[src/rtl/muldiv_pkg.sv]
// rtl/muldiv_pkg.sv - shared op/state encodings for the multiply/divide unit
package muldiv_pkg;

    typedef enum logic [2:0] {
        OP_MULT  = 3'd0,
        OP_MULTU = 3'd1,
        OP_DIV   = 3'd2,
        OP_DIVU  = 3'd3,
        OP_MTHI  = 3'd4,
        OP_MTLO  = 3'd5
    } op_e;

    typedef enum logic [1:0] {
        IDLE = 2'd0,
        CALC = 2'd1,
        FIX  = 2'd2
    } state_e;

    // Multi-cycle ops occupy the low half of the encoding space.
    function automatic logic is_muldiv(input logic [2:0] op);
        return (op <= 3'd3);
    endfunction

    function automatic logic is_signed_op(input logic [2:0] op);
        return (op == OP_MULT) || (op == OP_DIV);
    endfunction

endpackage

[src/rtl/muldiv_abs.sv]
// rtl/muldiv_abs.sv - combinational conditional two's-complement negate
module muldiv_abs #(
    parameter int W = 32
) (
    input  logic         i_neg,
    input  logic [W-1:0] i_val,
    output logic [W-1:0] o_val
);

    assign o_val = i_neg ? (~i_val + {{(W-1){1'b0}}, 1'b1}) : i_val;

endmodule

[src/rtl/muldiv_unit.sv]
// rtl/muldiv_unit.sv - multi-cycle MULT/MULTU/DIV/DIVU/MTHI/MTLO unit with HI/LO (option: MULDIV_EARLY_OUT_EN)
module muldiv_unit
    import muldiv_pkg::*;
#(
    parameter int n = 32
) (
    input  logic         clk,
    input  logic         rst_n,
    input  logic         start,
    input  logic [2:0]   op,
    input  logic [n-1:0] a,
    input  logic [n-1:0] b,
    output logic         busy,
    output logic         done,
    output logic [n-1:0] hi,
    output logic [n-1:0] lo
);

    localparam int CW = $clog2(n) + 1;

    state_e          r_state;
    state_e          w_next;
    logic [CW-1:0]   r_cnt;
    logic [2*n-1:0]  r_acc;     // mul: running product; div: {remainder, quotient/dividend}
    logic [2*n-1:0]  r_mc;      // multiplicand, shifted left one place per step
    logic [n-1:0]    r_mb;      // mul: remaining multiplier bits; div: divisor
    logic            r_is_div;
    logic            r_neg_q;   // product / quotient must be negated
    logic            r_neg_r;   // remainder must be negated
    logic            r_dz;      // divide by zero: quotient forced to all ones
    logic [n-1:0]    r_hi;
    logic [n-1:0]    r_lo;
    logic            r_done;

    logic            w_signed;
    logic [n-1:0]    w_a_mag;
    logic [n-1:0]    w_b_mag;
    logic [n:0]      w_rem_sh;
    logic [n:0]      w_diff;
    logic [2*n-1:0]  w_div_acc;
    logic [2*n-1:0]  w_mul_acc;
    logic [2*n-1:0]  w_prod;
    logic [n-1:0]    w_quo;
    logic [n-1:0]    w_rem;
    logic            w_early;

    assign w_signed = is_signed_op(op);

    muldiv_abs #(.W(n)) u_abs_a (.i_neg(w_signed & a[n-1]), .i_val(a), .o_val(w_a_mag));
    muldiv_abs #(.W(n)) u_abs_b (.i_neg(w_signed & b[n-1]), .i_val(b), .o_val(w_b_mag));

    // Restoring divide step: shift in next dividend bit, subtract if it fits.
    assign w_rem_sh  = {r_acc[2*n-1:n], r_acc[n-1]};
    assign w_diff    = w_rem_sh - {1'b0, r_mb};
    assign w_div_acc = w_diff[n] ? {w_rem_sh[n-1:0], r_acc[n-2:0], 1'b0}
                                 : {w_diff[n-1:0],   r_acc[n-2:0], 1'b1};

    // Multiply step: the multiplicand is already aligned to the current bit weight,
    // so stopping early leaves a complete product.
    assign w_mul_acc = r_mb[0] ? (r_acc + r_mc) : r_acc;

    muldiv_abs #(.W(2*n)) u_fix_prod (.i_neg(r_neg_q), .i_val(r_acc),          .o_val(w_prod));
    muldiv_abs #(.W(n))   u_fix_quo  (.i_neg(r_neg_q), .i_val(r_acc[n-1:0]),   .o_val(w_quo));
    muldiv_abs #(.W(n))   u_fix_rem  (.i_neg(r_neg_r), .i_val(r_acc[2*n-1:n]), .o_val(w_rem));

`ifdef MULDIV_EARLY_OUT_EN
    assign w_early = !r_is_div && (r_mb[n-1:1] == '0);
`else
    assign w_early = 1'b0;
`endif

    // State register.
    always_ff @(posedge clk) begin
        if (!rst_n) r_state <= IDLE;
        else        r_state <= w_next;
    end

    // Next-state logic.
    always_comb begin
        w_next = r_state;
        case (r_state)
            IDLE:    if (start && is_muldiv(op)) w_next = CALC;
            CALC:    if ((r_cnt == CW'(1)) || w_early) w_next = FIX;
            FIX:     w_next = IDLE;
            default: w_next = IDLE;
        endcase
    end

    // Datapath: operand capture, iteration, sign fix and HI/LO writeback.
    always_ff @(posedge clk) begin
        if (!rst_n) begin
            r_cnt    <= '0;
            r_acc    <= '0;
            r_mc     <= '0;
            r_mb     <= '0;
            r_is_div <= 1'b0;
            r_neg_q  <= 1'b0;
            r_neg_r  <= 1'b0;
            r_dz     <= 1'b0;
            r_hi     <= '0;
            r_lo     <= '0;
            r_done   <= 1'b0;
        end else begin
            r_done <= 1'b0;
            case (r_state)
                IDLE: begin
                    if (start) begin
                        if (op == OP_MTHI) begin
                            r_hi   <= a;
                            r_done <= 1'b1;
                        end else if (op == OP_MTLO) begin
                            r_lo   <= a;
                            r_done <= 1'b1;
                        end else if (is_muldiv(op)) begin
                            r_is_div <= op[1];
                            r_neg_q  <= w_signed & (a[n-1] ^ b[n-1]);
                            r_neg_r  <= w_signed & a[n-1];
                            r_dz     <= (b == '0);
                            r_cnt    <= CW'(n);
                            r_mb     <= w_b_mag;
                            r_mc     <= {{n{1'b0}}, w_a_mag};
                            r_acc    <= op[1] ? {{n{1'b0}}, w_a_mag} : '0;
                        end
                    end
                end
                CALC: begin
                    r_cnt <= r_cnt - CW'(1);
                    if (r_is_div) begin
                        r_acc <= w_div_acc;
                    end else begin
                        r_acc <= w_mul_acc;
                        r_mc  <= r_mc << 1;
                        r_mb  <= r_mb >> 1;
                    end
                end
                FIX: begin
                    r_done <= 1'b1;
                    if (r_is_div) begin
                        r_hi <= w_rem;
                        r_lo <= r_dz ? '1 : w_quo;
                    end else begin
                        r_hi <= w_prod[2*n-1:n];
                        r_lo <= w_prod[n-1:0];
                    end
                end
                default: ;
            endcase
        end
    end

    assign busy = (r_state != IDLE);
    assign done = r_done;
    assign hi   = r_hi;
    assign lo   = r_lo;

endmodule

[config.mk]
export PLATFORM = sky130hd
export DESIGN_NAME = muldiv_unit
export DESIGN_NICKNAME = d
export VERILOG_FILES = /design/src/rtl/muldiv_pkg.sv /design/src/rtl/muldiv_abs.sv /design/src/rtl/muldiv_unit.sv
export SDC_FILE = /design/constraint.sdc
export NUM_CORES = 1
export LEC_CHECK = 0
export ABC_AREA = 1
export CAP_MARGIN = 40
export CORE_UTILIZATION = 38
export DETAILED_ROUTE_END_ITERATION = 16
export HOLD_SLACK_MARGIN = 0.12
export PLACE_DENSITY = 0.65
export SYNTH_ARGS = -nofsm -noshare
export SYNTH_HDL_FRONTEND = slang
export SYNTH_SLANG_ARGS = --single-unit
[constraint.sdc]
create_clock -name clk -period 2.74 [get_ports clk]
set_clock_uncertainty 0.1 [all_clocks]
set_input_delay 0.822 -clock clk [delete_from_list [all_inputs] [get_ports clk]]
set_output_delay 0.822 -clock clk [all_outputs]
set_load 0.01 [all_outputs]
==> results.json <==
{
  "numClockSinks": 237,
  "pre_cts_ws_ns": -0.3526,
  "hold_viol_final": 0,
  "max_slew_margin": 0.4406,
  "leakagePower_uw": 0.01467,
  "initial_core_util": 0.3838,
  "place.port_buffers": 135,
  "cts_post_setup_buffers_inserted": 0,
  "ys_seq_area_frac": 0.2007,
  "yosysUniqueCellTypes": 55,
  "vias_per_cell": 5.168,
  "endpoint_kind": "flip-flop",
  "worst_pin_slew_ns": 0.8391,
  "grt_util_all_layers": 0.3037,
  "wirelength_um": 98740,
  "gp_congestion": 1.010,
  "cts_max_level": 1,
  "fin_util": 0.4802,
  "clk_path_buf_depth": 3,
  "nNetsFinal": 4773,
  "cts_made_buffers": 29,
  "setup_viol": 0,
  "worstSkewPairLatency_ns": 0.58,
  "grt_overflow": 0,
  "power_density_nw_per_um2": 517.9,
  "slowest_stage": "dfxtp_1",
  "grt_pass1_vias": 25696,
  "critical_path_required_ns": 3.15,
  "synth_area_leaders": "nand2_1 20%, dfxtp_1 20%, inv_1 11%",
  "arrival_ns": 3.06,
  "die_y_um": 251.4,
  "die_area_um2": 63210,
  "dp_hpwl_um": 80230,
  "synth_top_cell_area_share": 0.2048,
  "root_buffer": "clkbuf_16",
  "outcome": "finished, final reports clean",
  "avgSynthCellArea_um2": 5.578,
  "first_pass_iters": 6,
  "cpPeakStageDelay_ns": 0.38,
  "drcViolationCount": 0,
  "layout_min_cycle_time_ns": 2.642,
  "p_total_uw": 15320,
  "coreArea_um2": 61600,
  "wl_per_cell_um": 18.08,
  "synth_flop_cell": "dfxtp_1",
  "syn-cell-area_um2": 23640,
  "clk_pin_slew_ns": 0.06,
  "rows": 91,
  "cts_tree": "built",
  "grt_pass1_wl_um": 148900,
  "fin_crit_sh": 0.9644,
  "cp-start-kind": "flip-flop",
  "synth_edf_count": 0,
  "crit_fanout": 5,
  "synthTopCellsByCount": "1,290 x nand2_1, 691 x inv_1, 388 x nor2_1, 337 x nand3_1, 315 x a21oi_1",
  "fmaxAchievable_mhz": 378.4,
  "crit_type": "reg2reg",
  "ys_ff_latch": 237,
  "holdBufCountCts": 0,
  "synth_area_leader_cell": "nand2_1",
  "cp_cell_sequence": "buf_4 -> ha_1 -> nand2_1 -> nor2_2 -> nand2_1 -> nor2_1 -> and3_1 -> nand2_2 -> nand3_1 -> nand2_1 -> nand3_1 -> nand3_1 -> a21oi_1",
  "setup_ws_ns": 0.09761,
  "grt_max_degree": 85,
  "synth_warnings": 0,
  "fp.dieW_um": 251.4,
  "syn_to_final_growth_pct": 25.11,
  "synth.most_common_cell": "nand2_1",
  "drive_above_1_share": 0.1318,
  "hp-class": "reg2reg",
  "first_iter_violations": 2693,
  "syn_nets": 4411,
  "maxCapViolations": 0,
  "vdd_drop_max_mv": 0.4066,
  "drv_slew": 0,
  "syn_inst": 4238,
  "vias": 28218,
  "async_flop_share": 0,
  "ant_nets": 0,
  "antenna_found_initial": 1,
  "ios": 136
}
[per-layer routing]
layer	up-vias	track usage	wire length [µm]
li1	14267	-	-
met1	12732	0.3902	41900
met2	977	0.5027	44990
met3	240	0.03621	6447
met4	2	0.1486	5383
met5	-	0	17
[path summary, 6_finish.rpt]
kind | slack (ns) | to | from | cells past startpoint
max | 0.1 | r_acc[56] | r_acc[54] | 13
min | 0.38 | lo[0] | lo[0] | 2
max reg2reg | 0.1 | r_acc[56] | r_acc[54] | 13
min reg2reg | 0.38 | lo[0] | lo[0] | 2
[flip-flops by register name, summed over array words and instances (netlist names)]
signal,cells
r_mc,64
r_acc,64
r_neg_q,1
r_mb,32
r_cnt,6
r_is_div,1
lo,32
r_dz,1
hi,32
r_neg_r,1
r_state,2
done,1
[cell type report]
| type | count | area, µm² |
|---|---|---|
| fillers | 6643 | 32020 |
| multi-input cells | 3144 | 15760 |
| flip-flops and latches | 237 | 4762 |
| repair buffers | 479 | 4233 |
| inverters | 709 | 2664 |
| well taps | 837 | 1047 |
| clock buffers | 37 | 795.8 |
| clock inverters | 16 | 311.5 |
| diodes | 1 | 2.502 |
[kinds of logic (layout without fill, tap and decap cells)]
group / Yosys count / count (layout) / share of synthesized area
and+or+nand+nor: 2261 / 2261 / 0.4113
buffers and inverters: 857 / 1241 / 0.1399
AOI/OAI and AO/OA: 711 / 711 / 0.1673
DFF: 237 / 237 / 0.2007
adders and majority gates: 103 / 103 / 0.05515
xor gates and xnor gates: 69 / 69 / 0.02556
other: 0 / 1 / 0
[cell usage in the layout (no fill, tap or decap), drive strengths merged, types with 10 or more instances in the layout]
| cell type | count |
|---|---|
| xor2 | 61 |
| nand3 | 390 |
| dfxtp | 237 |
| o31ai | 27 |
| buf | 345 |
| nor2 | 398 |
| clkdlybuf4s50 | 134 |
| ha | 101 |
| a31oi | 55 |
| clkbuf | 37 |
| inv | 708 |
| o211ai | 10 |
| a21oi | 342 |
| nor3 | 68 |
| nand2 | 1323 |
| o21ai | 238 |
| nand4 | 49 |
| o2111ai | 10 |
[report_power, final]
part	internal, µW	switching, µW
sequential	3750	312
clock	2890	1660
combinational	2390	4320
[worst max-delay path: cells and delay by family, from the launching register on]
family                     cells  cell delay (ns)
and+or+nand+nor               10             1.38
buffers and inverters          1             0.18
adders and majority gates      1             0.38
AOI/OAI and AO/OA              1             0.14
DFF                            1             0.38
[through the flow]
step	cells	setup TNS [ns]	hold slack, ns	instance area (µm²)
floorplan	4238	0	0.3456	23640
global placement	5406	-11.09	0.3518	28310
detailed placement	5406	-14.35	0.3618	28310
CTS	5459	0	0.3746	29420
global route	5459	-0.01543	0.3962	29570
finish	5460	0	0.3793	29580
[what timing repair did]
action                                  CTS  global route
endpoints found under the setup margin    4            58
resized for setup                         4            54
pin swaps                                 0             5
(Power assumes the default switching activity.)
